## src/rtl/link_control.sv

```systemverilog
// Game-loop sequencer for link_char: samples keys once per frame tick, keeps a shadow copy of
// Link's position to refuse moves past the map edges, and orders map redraw before character draw.
module link_control #(
    parameter int unsigned MAP_W         = 256,
    parameter int unsigned MAP_H         = 176,
    parameter int unsigned SPRITE        = 16,
    parameter int unsigned INIT_X        = 127,
    parameter int unsigned INIT_Y        = 88,
    parameter int unsigned MOVE_PERIOD   = 1,
    parameter int unsigned ATTACK_FRAMES = 8,
    parameter int unsigned DRAW_TIMEOUT  = 4096
) (
    input  logic       clock,
    input  logic       resetn,
    input  logic       start,
    input  logic       key_up,
    input  logic       key_down,
    input  logic       key_left,
    input  logic       key_right,
    input  logic       key_attack,
    input  logic       frame_tick,
    input  logic       map_done,
    input  logic       draw_done,
    output logic       init,
    output logic       idle,
    output logic       attack,
    output logic       move_up,
    output logic       move_down,
    output logic       move_left,
    output logic       move_right,
    output logic       draw_char,
    output logic       draw_map,
    output logic [7:0] pos_x,
    output logic [7:0] pos_y,
    output logic       timeout_err,
    output logic       overrun
);

    localparam int unsigned WD_W = $clog2(DRAW_TIMEOUT);
    localparam int unsigned AC_W = $clog2(ATTACK_FRAMES) + 1;

    localparam logic [7:0]      X_MAX    = 8'(MAP_W - SPRITE);
    localparam logic [7:0]      Y_MAX    = 8'(MAP_H - SPRITE);
    localparam logic [7:0]      X0       = 8'(INIT_X);
    localparam logic [7:0]      Y0       = 8'(INIT_Y);
    localparam logic [WD_W-1:0] WD_LAST  = WD_W'(DRAW_TIMEOUT - 1);
    localparam logic [AC_W-1:0] AC_LOAD  = AC_W'(ATTACK_FRAMES - 1);
    localparam logic [3:0]      DIV_LAST = 4'(MOVE_PERIOD - 1);

    typedef enum logic [3:0] {
        S_START,
        S_INIT,
        S_DRAW_MAP,
        S_DRAW_CHAR,
        S_IDLE,
        S_DECIDE,
        S_MOVE_UP,
        S_MOVE_DOWN,
        S_MOVE_LEFT,
        S_MOVE_RIGHT,
        S_ATTACK
    } state_t;

    state_t          state, state_nxt;
    logic [7:0]      pos_x_nxt, pos_y_nxt;
    logic [WD_W-1:0] wdog, wdog_nxt;
    logic [AC_W-1:0] atk_cnt, atk_cnt_nxt;
    logic [3:0]      move_div, move_div_nxt;
    logic            pending, pending_nxt;
    logic            overrun_nxt, timeout_nxt;

    always_comb begin
        state_nxt    = state;
        pos_x_nxt    = pos_x;
        pos_y_nxt    = pos_y;
        atk_cnt_nxt  = atk_cnt;
        move_div_nxt = move_div;
        pending_nxt  = pending;
        overrun_nxt  = overrun;
        timeout_nxt  = timeout_err;

        if (state != S_IDLE && frame_tick) begin
            if (pending) overrun_nxt = 1'b1;
            pending_nxt = 1'b1;
        end

        unique case (state)
            S_START:     if (start) state_nxt = S_INIT;
            S_INIT: begin
                pos_x_nxt = X0;
                pos_y_nxt = Y0;
                state_nxt = S_DRAW_MAP;
            end
            S_DRAW_MAP: begin
                if (map_done) begin
                    state_nxt = S_DRAW_CHAR;
                end else if (wdog == WD_LAST) begin
                    state_nxt   = S_DRAW_CHAR;
                    timeout_nxt = 1'b1;
                end
            end
            // wdog is zero only on the entry cycle, so a stale draw_done from the previous frame is ignored
            S_DRAW_CHAR: begin
                if (draw_done && wdog != '0) begin
                    state_nxt = S_IDLE;
                end else if (wdog == WD_LAST) begin
                    state_nxt   = S_IDLE;
                    timeout_nxt = 1'b1;
                end
            end
            S_IDLE: begin
                if (frame_tick || pending) begin
                    state_nxt   = S_DECIDE;
                    pending_nxt = 1'b0;
                end
            end
            S_DECIDE: begin
                state_nxt = S_DRAW_MAP;
                if (atk_cnt != '0) begin
                    atk_cnt_nxt = atk_cnt - 1'b1;
                    state_nxt   = S_ATTACK;
                end else if (key_attack) begin
                    atk_cnt_nxt = AC_LOAD;
                    state_nxt   = S_ATTACK;
                end else if (move_div != DIV_LAST) begin
                    move_div_nxt = move_div + 1'b1;
                end else begin
                    move_div_nxt = '0;
                    // only the highest-priority pressed key is considered; if blocked, nothing moves
                    if (key_up) begin
                        if (pos_y != '0) begin
                            state_nxt = S_MOVE_UP;
                            pos_y_nxt = pos_y - 1'b1;
                        end
                    end else if (key_down) begin
                        if (pos_y < Y_MAX) begin
                            state_nxt = S_MOVE_DOWN;
                            pos_y_nxt = pos_y + 1'b1;
                        end
                    end else if (key_left) begin
                        if (pos_x != '0) begin
                            state_nxt = S_MOVE_LEFT;
                            pos_x_nxt = pos_x - 1'b1;
                        end
                    end else if (key_right) begin
                        if (pos_x < X_MAX) begin
                            state_nxt = S_MOVE_RIGHT;
                            pos_x_nxt = pos_x + 1'b1;
                        end
                    end
                end
            end
            S_MOVE_UP, S_MOVE_DOWN, S_MOVE_LEFT, S_MOVE_RIGHT, S_ATTACK:
                state_nxt = S_DRAW_MAP;
            default:     state_nxt = S_START;
        endcase

        if (state_nxt == state && (state == S_DRAW_MAP || state == S_DRAW_CHAR))
            wdog_nxt = wdog + 1'b1;
        else
            wdog_nxt = '0;
    end

    always_ff @(posedge clock or negedge resetn) begin
        if (!resetn) begin
            state       <= S_START;
            pos_x       <= X0;
            pos_y       <= Y0;
            wdog        <= '0;
            atk_cnt     <= '0;
            move_div    <= '0;
            pending     <= 1'b0;
            overrun     <= 1'b0;
            timeout_err <= 1'b0;
            init        <= 1'b0;
            idle        <= 1'b0;
            attack      <= 1'b0;
            move_up     <= 1'b0;
            move_down   <= 1'b0;
            move_left   <= 1'b0;
            move_right  <= 1'b0;
            draw_char   <= 1'b0;
            draw_map    <= 1'b0;
        end else begin
            state       <= state_nxt;
            pos_x       <= pos_x_nxt;
            pos_y       <= pos_y_nxt;
            wdog        <= wdog_nxt;
            atk_cnt     <= atk_cnt_nxt;
            move_div    <= move_div_nxt;
            pending     <= pending_nxt;
            overrun     <= overrun_nxt;
            timeout_err <= timeout_nxt;
            init        <= (state_nxt == S_INIT);
            idle        <= (state_nxt == S_IDLE);
            attack      <= (state_nxt == S_ATTACK);
            move_up     <= (state_nxt == S_MOVE_UP);
            move_down   <= (state_nxt == S_MOVE_DOWN);
            move_left   <= (state_nxt == S_MOVE_LEFT);
            move_right  <= (state_nxt == S_MOVE_RIGHT);
            draw_char   <= (state_nxt == S_DRAW_CHAR);
            draw_map    <= (state_nxt == S_DRAW_MAP);
        end
    end

endmodule
```

## config.mk

```make
export PLATFORM = sky130hd
export DESIGN_NAME = link_control
export DESIGN_NICKNAME = d
export VERILOG_FILES = /design/src/rtl/link_control.sv
export SDC_FILE = /design/constraint.sdc
export NUM_CORES = 1
export LEC_CHECK = 0
export CAP_MARGIN = 20
export CORE_UTILIZATION = 56
export CTS_CLUSTER_SIZE = 12
export DETAILED_ROUTE_END_ITERATION = 8
export GPL_TIMING_DRIVEN = 0
export PLACE_DENSITY = 0.83
export SLEW_MARGIN = 30
export SYNTH_ARGS = -nofsm -noshare
export SYNTH_HDL_FRONTEND = slang
export SYNTH_SLANG_ARGS = --single-unit
```

## constraint.sdc

```tcl
create_clock -name clock -period 2.65 [get_ports clock]
set_input_delay 0.53 -clock clock [delete_from_list [all_inputs] [get_ports clock]]
set_output_delay 0.53 -clock clock [all_outputs]
set_load 0.01 [all_outputs]
```

## Word-level counts from Yosys, hierarchy flattened

Index checks and enable logic that the tools add are counted.

| operators by class | value |
|---|---|
| $add $sub $neg | 7 |
| $mul | 0 |
| divide/modulo/power cells | 0 |
| $lt $le $gt $ge | 2 |
| eq/ne operators | 35 |
| shift operators | 0 |
| mux-type cells | 47 |
| bitwise gates (word level) | 2 |
| reductions and logical operators | 21 |

Operator list:

| cell | number |
|---|---|
| 8-bit 2-to-1 mux | 16 |
| 4-bit 2-to-1 mux | 18 |
| 8-bit one-hot mux with 2 select lines | 2 |
| 4-bit by 3-bit equality test with 1-bit output, second input constant | 7 |
| 4-bit equality test, second input constant | 6 |
| 4-bit one-hot mux with 6 select lines | 1 |
| 3-bit != test, second input constant | 6 |
| 8-bit by 1-bit adder with 8-bit output, second input constant | 2 |
| 4-bit by 2-bit equality test with 1-bit output, second input constant | 4 |
| 8-bit < comparator, second input constant | 2 |
| 8-bit nonzero test | 2 |
| 8-bit by 1-bit subtractor with 8-bit output, second input constant | 2 |
| 2-bit != test, second input constant | 7 |
| 12-bit by 1-bit adder with 12-bit output, second input constant | 1 |
| 12-bit equality test, second input constant | 1 |
| 12-bit 2-to-1 mux | 1 |
| 12-bit nonzero test | 1 |
| 9-bit AND reduction | 1 |
| 4-bit by 1-bit equality test with 1-bit output, second input constant | 2 |
| 4-bit nonzero test | 2 |
| 7-bit AND reduction | 1 |
| 1-bit 2-to-1 mux | 6 |
| 3-bit 2-to-1 mux | 2 |
| 3-bit AND reduction | 2 |
| other kinds (12) | 19 |

| storage, ports and cells | value |
|---|---|
| bits in registers | 52 |
| latch bits | 0 |
| memory bits (writable) | 0 |
| ROM bits | 0 |
| logic and storage cells | 132 |
| memories kept | 0 |

## Depth between registers and ports, before layout

Gate-level depths: netlist of the first run.

| depth | value |
|---|---|
| word-level depth | 13 |
| gate-level depth with buffers | 8 |

## Worst setup path after synthesis of the first run

No wires, ideal clock.

| path | value |
|---|---|
| kind | register -> register |
| from | register atk_cnt[0] |
| to | register pos_y[7] |
| library setup time | 0.080 ns |
| arrival time | 1.995 ns |
| data required time | 2.570 ns |
| path slack | 0.574 ns |
| stages on the path, launching flop included | 9 |
| buffers on the path | 1 |
| path through | dfrtp_1 > inv_1 > ha_1 > nor4b_4 > nand3_2 > or3_1 > buf_6 > or4_4 > o211ai_2 |

| on the way | value |
|---|---|
| longest elaborated chain between the ends | 3 |

Ends and longest elaborated chain:

| element | line | RTL |
|---|---|---|
| start: declaration | 67 | `logic [AC_W-1:0] atk_cnt, atk_cnt_nxt;` |
| start signal: assignment | 189 | `atk_cnt <= atk_cnt_nxt;` |
| 4-bit nonzero test | 119 | `if (atk_cnt != '0) begin` |
| 2-bit != test (no source line) | - |  |
| 7-bit AND reduction (no source line) | - |  |
| end signal: assignment | 187 | `pos_y <= pos_y_nxt;` |
| end: declaration | 34 | `output logic [7:0] pos_y,` |

Every way passes these cells.
A chain may end at the register's enable or synchronous reset.

## Worst setup path in the final report of the first run

| path | value |
|---|---|
| from | input key_up |
| to | register draw_map |

| on the way | value |
|---|---|
| longest elaborated chain between the ends | 6 |

Ends and longest elaborated chain:

| element | line | RTL |
|---|---|---|
| start: declaration | 16 | `input logic key_up,` |
| 4-bit 2-to-1 mux | 130 | `if (key_up) begin` |
| 4-bit 2-to-1 mux | 125 | `end else if (move_div != DIV_LAST) begin` |
| 4-bit 2-to-1 mux | 122 | `end else if (key_attack) begin` |
| 4-bit 2-to-1 mux | 119 |  |
| 4-bit one-hot mux with 6 select lines | 87 | `unique case (state)` |
| 4-bit by 2-bit equality test with 1-bit output | 202 | `draw_map <= (state_nxt == S_DRAW_MAP);` |
| end signal: assignment | 202 |  |
| end: declaration | 32 | `output logic draw_map,` |

Every way passes these cells.

==> impl_metrics.csv, run 1 <==
group,metric,value,unit
outcome,outcome,"finished, final reports clean",
sta,tightestPinTransition,0.623,ns
sta,timing.final.hold_violations,0,
die,coreArea,5200,um^2
sta,final.period_utilization,90.5,%
worst_setup_path,timing.critical_path.from_type,"input port",
run,max_capacitance_violation_total,0,
clock_tree,postCtsSetupBuffers,0,
global_route,grt-ovfl-total,0,
die,initial_core_util,58.9,%
synth,synth_seq_area_share,42.9,%
synth,postSynth.topFlopCell,"dfrtp_1",
global_route,grt_antenna_before_repair,0,
synth,synthTopCellsByArea,"dfrtp_1 34%, dfstp_2 8.6%, ha_1 6.9%",
global_route,global_route_wire_length_before_repair,10900,um
worst_setup_path,timing.critical_path.cells,"dlygate4sd2_1, or4b_1, nor4_2, or3_1, buf_6, o211a_1, and4bb_1",
hold_path,hp-class,"in -> async",
worst_setup_path,worst-setup-path-type,"in -> reg",
worst_setup_path,sum_of_buffers_and_inverters_on_the_critical_path,2,
routing,drt-pass1-iter-count,5,
routing,via_count,2470,
routing,drt-initial-drc-count,95,
routing,antenna_violating_nets_post_route,0,
clock_tree,clockBufferDepth,2,
sta,holdWs,0.245,ns
synth,postSynthRegisterBits,52,
routing,detail_route.vias_per_cell,5.81,
synth,synth_most_common_cell,"dfrtp_1",
layout,nFillCells,414,
power_and_ir_drop,p_per_area,635,nW/um^2
layout,nNetsFinal,384,
routing,wire_per_inst,14.4,um
power_and_ir_drop,p_leak,1.55,nW
placement,dp_hpwl,4540,um
synth,postSynthNetCount,340,
synth,post_synth_instance_area,3070,um^2
sta,max_freq,0.417,GHz
power_and_ir_drop,vdd_ir_drop_max,0.423,mV
synth,synth_top_cell_by_area,"dfrtp_1",
worst_setup_path,type_of_destination_of_the_critical_path,"flop",
synth,synth_async_sr_flop_share,100,%
clock_tree,cts_tree,"done",
sta,period_minus_slack,2.40,ns
global_route,global_route_usage_sum,23.3,%
global_route,grt_max_degree,53,
sta,drv_slew,0,
worst_setup_path,required_arrival_time_at_the_worst_endpoint,2.89,ns
clock_tree,insertion_delay,0.30,ns
synth,synth_commonest_cells,"42 x dfrtp_1, 28 x nor2_1, 23 x inv_1, 23 x nand2_1, 17 x ha_1",
synth,yosysUniqueCellTypes,62,
clock_tree,holdBufCountCts,0,
global_route,vias_in_the_first_global_route,2305,
clock_tree,clockRootBuffer,"clkbuf_8",
die,dieHeight,76.0,um
worst_setup_path,timing.critical_path.max_delay_family,"simple AND/OR/NAND/NOR gates",
clock_tree,cts.reportedPaths.clkPinSlew,0.09,ns
die,fp-row-count,26,
layout,post-route-util,70.0,%
routing,wl,6130,um
sta,rsz0062_at_grt,"no",
synth,synth_largest_type_area_fraction,34.3,%
synth,netlist_instances,310,
synth,synth_enable_flop_cells,0,
worst_setup_path,worst_ep_arrival_time,2.64,ns
sta,timing.max_slew.rel_slack,58.4,%
die,ioPinCount,38,
routing,drc,0,
placement,count_of_port_buffers_added_during_placement,37,
synth,yosys_warnings,0,
clock_tree,numCtsBuffers,5,
worst_setup_path,crit_fanout,14,
sta,setup_violators_final,0,
layout,synthToLayoutAreaGrowth,18.9,%
worst_setup_path,cp_slowest_stage_delay,0.55,ns
worst_setup_path,critical-path-slowest-cell,"dlygate4sd2_1",
placement,gpl.final_weighted_congestion,0.799,
layout,antenna_cells_inserted,0,
synth,postSynthAreaPerCell,9.89,um^2
layout,layout-drive-gt1-share,11.0,%
clock_tree,ctsHtreeMaxLevel,2,
sta,skew,0.00499,ns
clock_tree,tritoncts_num_sinks,52,
die,fp.dieW,76.0,um
die,die_outline_area,5770,um^2
## per-stage QoR
stage	TNS [ns]	std cells	cell area (um^2)	setup WS [ns]	power, mW
6_report	0	425	3640	0.251	2.32
5_1_grt	0	425	3640	0.0693	2.48
4_1_cts	0	425	3640	0.165	2.33
3_5_place_dp	-2.93	417	3520	-0.331	1.75
3_3_place_gp	-19.75	417	3520	-0.414	1.73
2_1_floorplan	0	310	3070	0.574	1.52
## repair_timing
| action | 4_1_cts | 5_1_grt |
|---|---|---|
| endpoints found under the hold margin | 0 | 0 |
| endpoints found under the setup margin | 3 | 1 |
| gates resized for setup | 1 | 1 |
| pin swaps | 0 | 0 |
## sequential cells by signal, indices dropped and copies added (netlist names), 4 cells and up
name	count
wdog	12
pos_x	8
pos_y	8
atk_cnt	4
move_div	4
state	4
## power by group
| part | switching, mW | internal [mW] | total (mW) | leakage, nW |
|---|---|---|---|---|
| Sequential | 0.0898 | 0.899 | 0.989 | 0.657 |
| Clock | 0.260 | 0.309 | 0.569 | 0.0614 |
| Combinational | 0.430 | 0.328 | 0.758 | 0.832 |
## cell type report
class                      count  area (um^2)  share of cell area (%)
buffer                         5         30.0                   0.824
clock buffer                   6         82.6                    2.27
clock inverter                 2         38.8                    1.06
inverter                      23         86.3                    2.37
multi-input combinational    230         1640                    44.9
sequential                    52         1310                    36.1
tap                           70         87.6                    2.40
timing repair buffer          37          369                    10.1
## layout by cell type, fill, tap and decap left out, types with 14 or more instances in the layout
master,instances
clkdlybuf4s50_1,34
dfrtp_1,42
ha_1,17
inv_1,23
nand2_1,23
nand3_1,14
nor2_1,28
o21ai_0,14
xnor2_1,14
## layer usage
layer	wire length (um)	track usage, %	vias up	share of wire [%]
met5	0	0	-	0
li1	-	-	1214	-
met4	58	5.96	0	0.95
met1	2970	33.9	1203	48
met2	2930	36.2	45	48
met3	169	4.31	8	2.8
## cells by family after synthesis
kind of cell / count (synthesis) / synth area share, %
adders and majority gates: 19 / 8.24
muxes: 4 / 1.43
AOI/OAI and AO/OA: 68 / 15.6
buffers and inverters: 28 / 3.80
xor gates and xnor gates: 20 / 5.71
and+or+nand+nor: 119 / 22.3
DFF: 52 / 42.9
## path summary, 6_finish.rpt
path                       cells after the start        from     endpoint  slack, ns
max reg2reg                                    8  atk_cnt[0]     pos_y[7]       0.39
min in group clock                             1     overrun      overrun       0.49
max in group asynchronous                      1      resetn  move_div[1]       2.00
max                                            7      key_up     draw_map       0.25
min reg2reg                                    1     overrun      overrun       0.49
min                                            1      resetn   atk_cnt[1]       0.24
(Power assumes the default switching activity.)
==> inputs of run 2 (changes only) <==
--- a/config.mk
+++ b/config.mk
@@ -7,10 +7,12 @@
 export LEC_CHECK = 0
 export CAP_MARGIN = 20
 export CORE_UTILIZATION = 56
+export CTS_CLUSTER_DIAMETER = 100
 export CTS_CLUSTER_SIZE = 12
 export DETAILED_ROUTE_END_ITERATION = 8
 export GPL_TIMING_DRIVEN = 0
-export PLACE_DENSITY = 0.83
+export HOLD_SLACK_MARGIN = 0.15
+export PLACE_DENSITY = 0.8
 export SLEW_MARGIN = 30
 export SYNTH_ARGS = -nofsm -noshare
 export SYNTH_HDL_FRONTEND = slang
==> impl_metrics.csv, run 2 (synthesis results as in run 1) <==
group,metric,value,unit
global_route,vias_in_the_first_global_route,2411,
power_and_ir_drop,p_leak,1.55,nW
layout,antenna_cells_inserted,0,
power_and_ir_drop,vdd_ir_drop_max,0.592,mV
routing,drt-pass1-iter-count,4,
power_and_ir_drop,clkPwrFrac,23.6,%
placement,dp_hpwl,4720,um
global_route,grt-ovfl-total,0,
clock_tree,cts.reportedPaths.clkPinSlew,0.09,ns
routing,detail_route.vias_per_cell,5.81,
power_and_ir_drop,p_sw_share,34.3,%
power_and_ir_drop,netSwitchingPower,0.791,mW
worst_setup_path,timing.critical_path.from_type,"input port",
global_route,grt_max_degree,39,
power_and_ir_drop,power.share.combinational,33.7,%
routing,wl,6340,um
worst_setup_path,type_of_destination_of_the_critical_path,"flop",
clock_tree,postCtsSetupBuffers,0,
die,ioPinCount,38,
placement,count_of_port_buffers_added_during_placement,37,
layout,flip_flop_count_of_the_largest_register_after_layout,12,
clock_tree,clockBufferDepth,2,
sta,holdWs,0.479,ns
layout,nFillCells,422,
layout,storage_element_area,1310,um^2
routing,wire_per_inst,14.8,um
layout,layoutNonFillerInstCount,427,
hold_path,worstHoldPathCells,1,
outcome,outcome,"finished, final reports clean",
die,die_outline_area,5770,um^2
worst_setup_path,worst-setup-path-type,"in -> reg",
global_route,global_route_usage_sum,23.4,%
sta,rsz0062_at_grt,"no",
sta,timing.final.hold_violations,0,
sta,skew,0.0110,ns
die,fp-row-count,26,
sta,timing.max_slew.rel_slack,61.3,%
placement,gpl.final_weighted_congestion,0.836,
layout,synthToLayoutAreaGrowth,19.4,%
layout,layout_commonest_cell,"dfrtp_1",
die,dieHeight,76.0,um
run,max_capacitance_violation_total,0,
layout,nNetsFinal,386,
worst_setup_path,worst_ep_arrival_time,2.78,ns
clock_tree,ctsHtreeMaxLevel,2,
power_and_ir_drop,p_per_area,631,nW/um^2
placement,place_inst,418,
sta,max_freq,0.392,GHz
clock_tree,cts_tree,"done",
worst_setup_path,required_arrival_time_at_the_worst_endpoint,2.88,ns
layout,biggestRegsByFlops,"wdog (12), pos_x (8), pos_y (8)",
clock_tree,insertion_delay,0.30,ns
power_and_ir_drop,pwr-share-seq,42.8,%
routing,via_count,2481,
global_route,global_route_wire_length_before_repair,11000,um
layout,layout.cells.most_common_list,"42 x dfrtp_1, 35 x clkdlybuf4s50_1, 28 x nor2_1",
sta,final.period_utilization,96.3,%
routing,drc,0,
worst_setup_path,crit_fanout,12,
routing,drt-initial-drc-count,116,
die,fp.dieW,76.0,um
layout,max_flop_register,"wdog",
die,coreArea,5200,um^2
sta,setup_violators_final,0,
clock_tree,tritoncts_num_sinks,52,
worst_setup_path,rr_worst_depth,7,
layout,multi_input_area,1640,um^2
hold_path,hp-class,"reg -> reg",
sta,tightestPinTransition,0.580,ns
power_and_ir_drop,power.internal,1.52,mW
global_route,grt_antenna_before_repair,0,
sta,drv_slew,0,
sta,period_minus_slack,2.55,ns
clock_tree,numCtsBuffers,5,
routing,antenna_violating_nets_post_route,0,
layout,layout-drive-gt1-share,10.9,%
clock_tree,clockRootBuffer,"clkbuf_8",
die,initial_core_util,58.9,%
-- run 2: metal layers --
| metal | part of all wire, % | wire (um) | GRT usage, % |
|---|---|---|---|
| met1 | 46 | 2900 | 31.0 |
| met2 | 50 | 3140 | 39.6 |
| met3 | 3.3 | 207 | 4.43 |
| met4 | 1.3 | 82 | 5.96 |
| met5 | 0 | 0 | 0 |
-- run 2: through the flow --
step | setup TNS (ns) | instance area, um^2 | util [%] | setup WS (ns) | total power, mW
finish | 0 | 3660 | 70.3 | 0.0992 | 2.31
global route | 0 | 3660 | 70.3 | 0.000237 | 2.48
CTS | 0 | 3660 | 70.3 | 0.125 | 2.33
detailed placement | -3.19 | 3540 | 68.0 | -0.368 | 1.77
global placement | -22.44 | 3520 | 67.7 | -0.477 | 1.74
floorplan | 0 | 3070 | - | 0.574 | 1.52
-- run 2: repair_timing --
action	CTS	global route
endpoints found under the hold margin	11	0
hold buffers	1	0
endpoints found under the setup margin	3	0
resized for setup	1	0
-- run 2: critical path: stages --
cell and delay, ns:
clkdlybuf4s50_1 0.67, fa_1 0.57, a21o_1 0.18, a21oi_1 0.26, nand4b_1 0.16, o41ai_1 0.08
o32a_1 0.33
-- run 2: final cells by class --
class                   instances  area share, %
plain buffers                   5          0.820
clock buffers                   6           1.98
clock inverters                 2           1.06
inverters                      23           2.36
multi-input cells             230           44.7
flip-flops and latches         52           35.9
well taps                      70           2.39
repair buffers                 39           10.8
-- run 2: final timing paths --
kind / startpoint / slack, ns / endpoint
max in group asynchronous: resetn / 1.51 / pos_x[6]
worst max-delay path: key_left / 0.1 / pos_x[6]
worst max register to register: atk_cnt[0] / 0.32 / pos_x[0]
worst min register to register: overrun / 0.48 / overrun
worst min-delay path: overrun / 0.48 / overrun
min in group asynchronous: resetn / 0.61 / atk_cnt[0]
-- run 2: power groups by stage --
stage                     logic [mW]  clock network (mW)  registers [mW]
after floorplan                0.525                   0           0.998
after global placement         0.741                   0           0.997
after detailed placement       0.768                   0            1.00
after CTS                      0.780               0.559           0.987
after global routing           0.884               0.589            1.00
final                          0.777               0.544           0.987
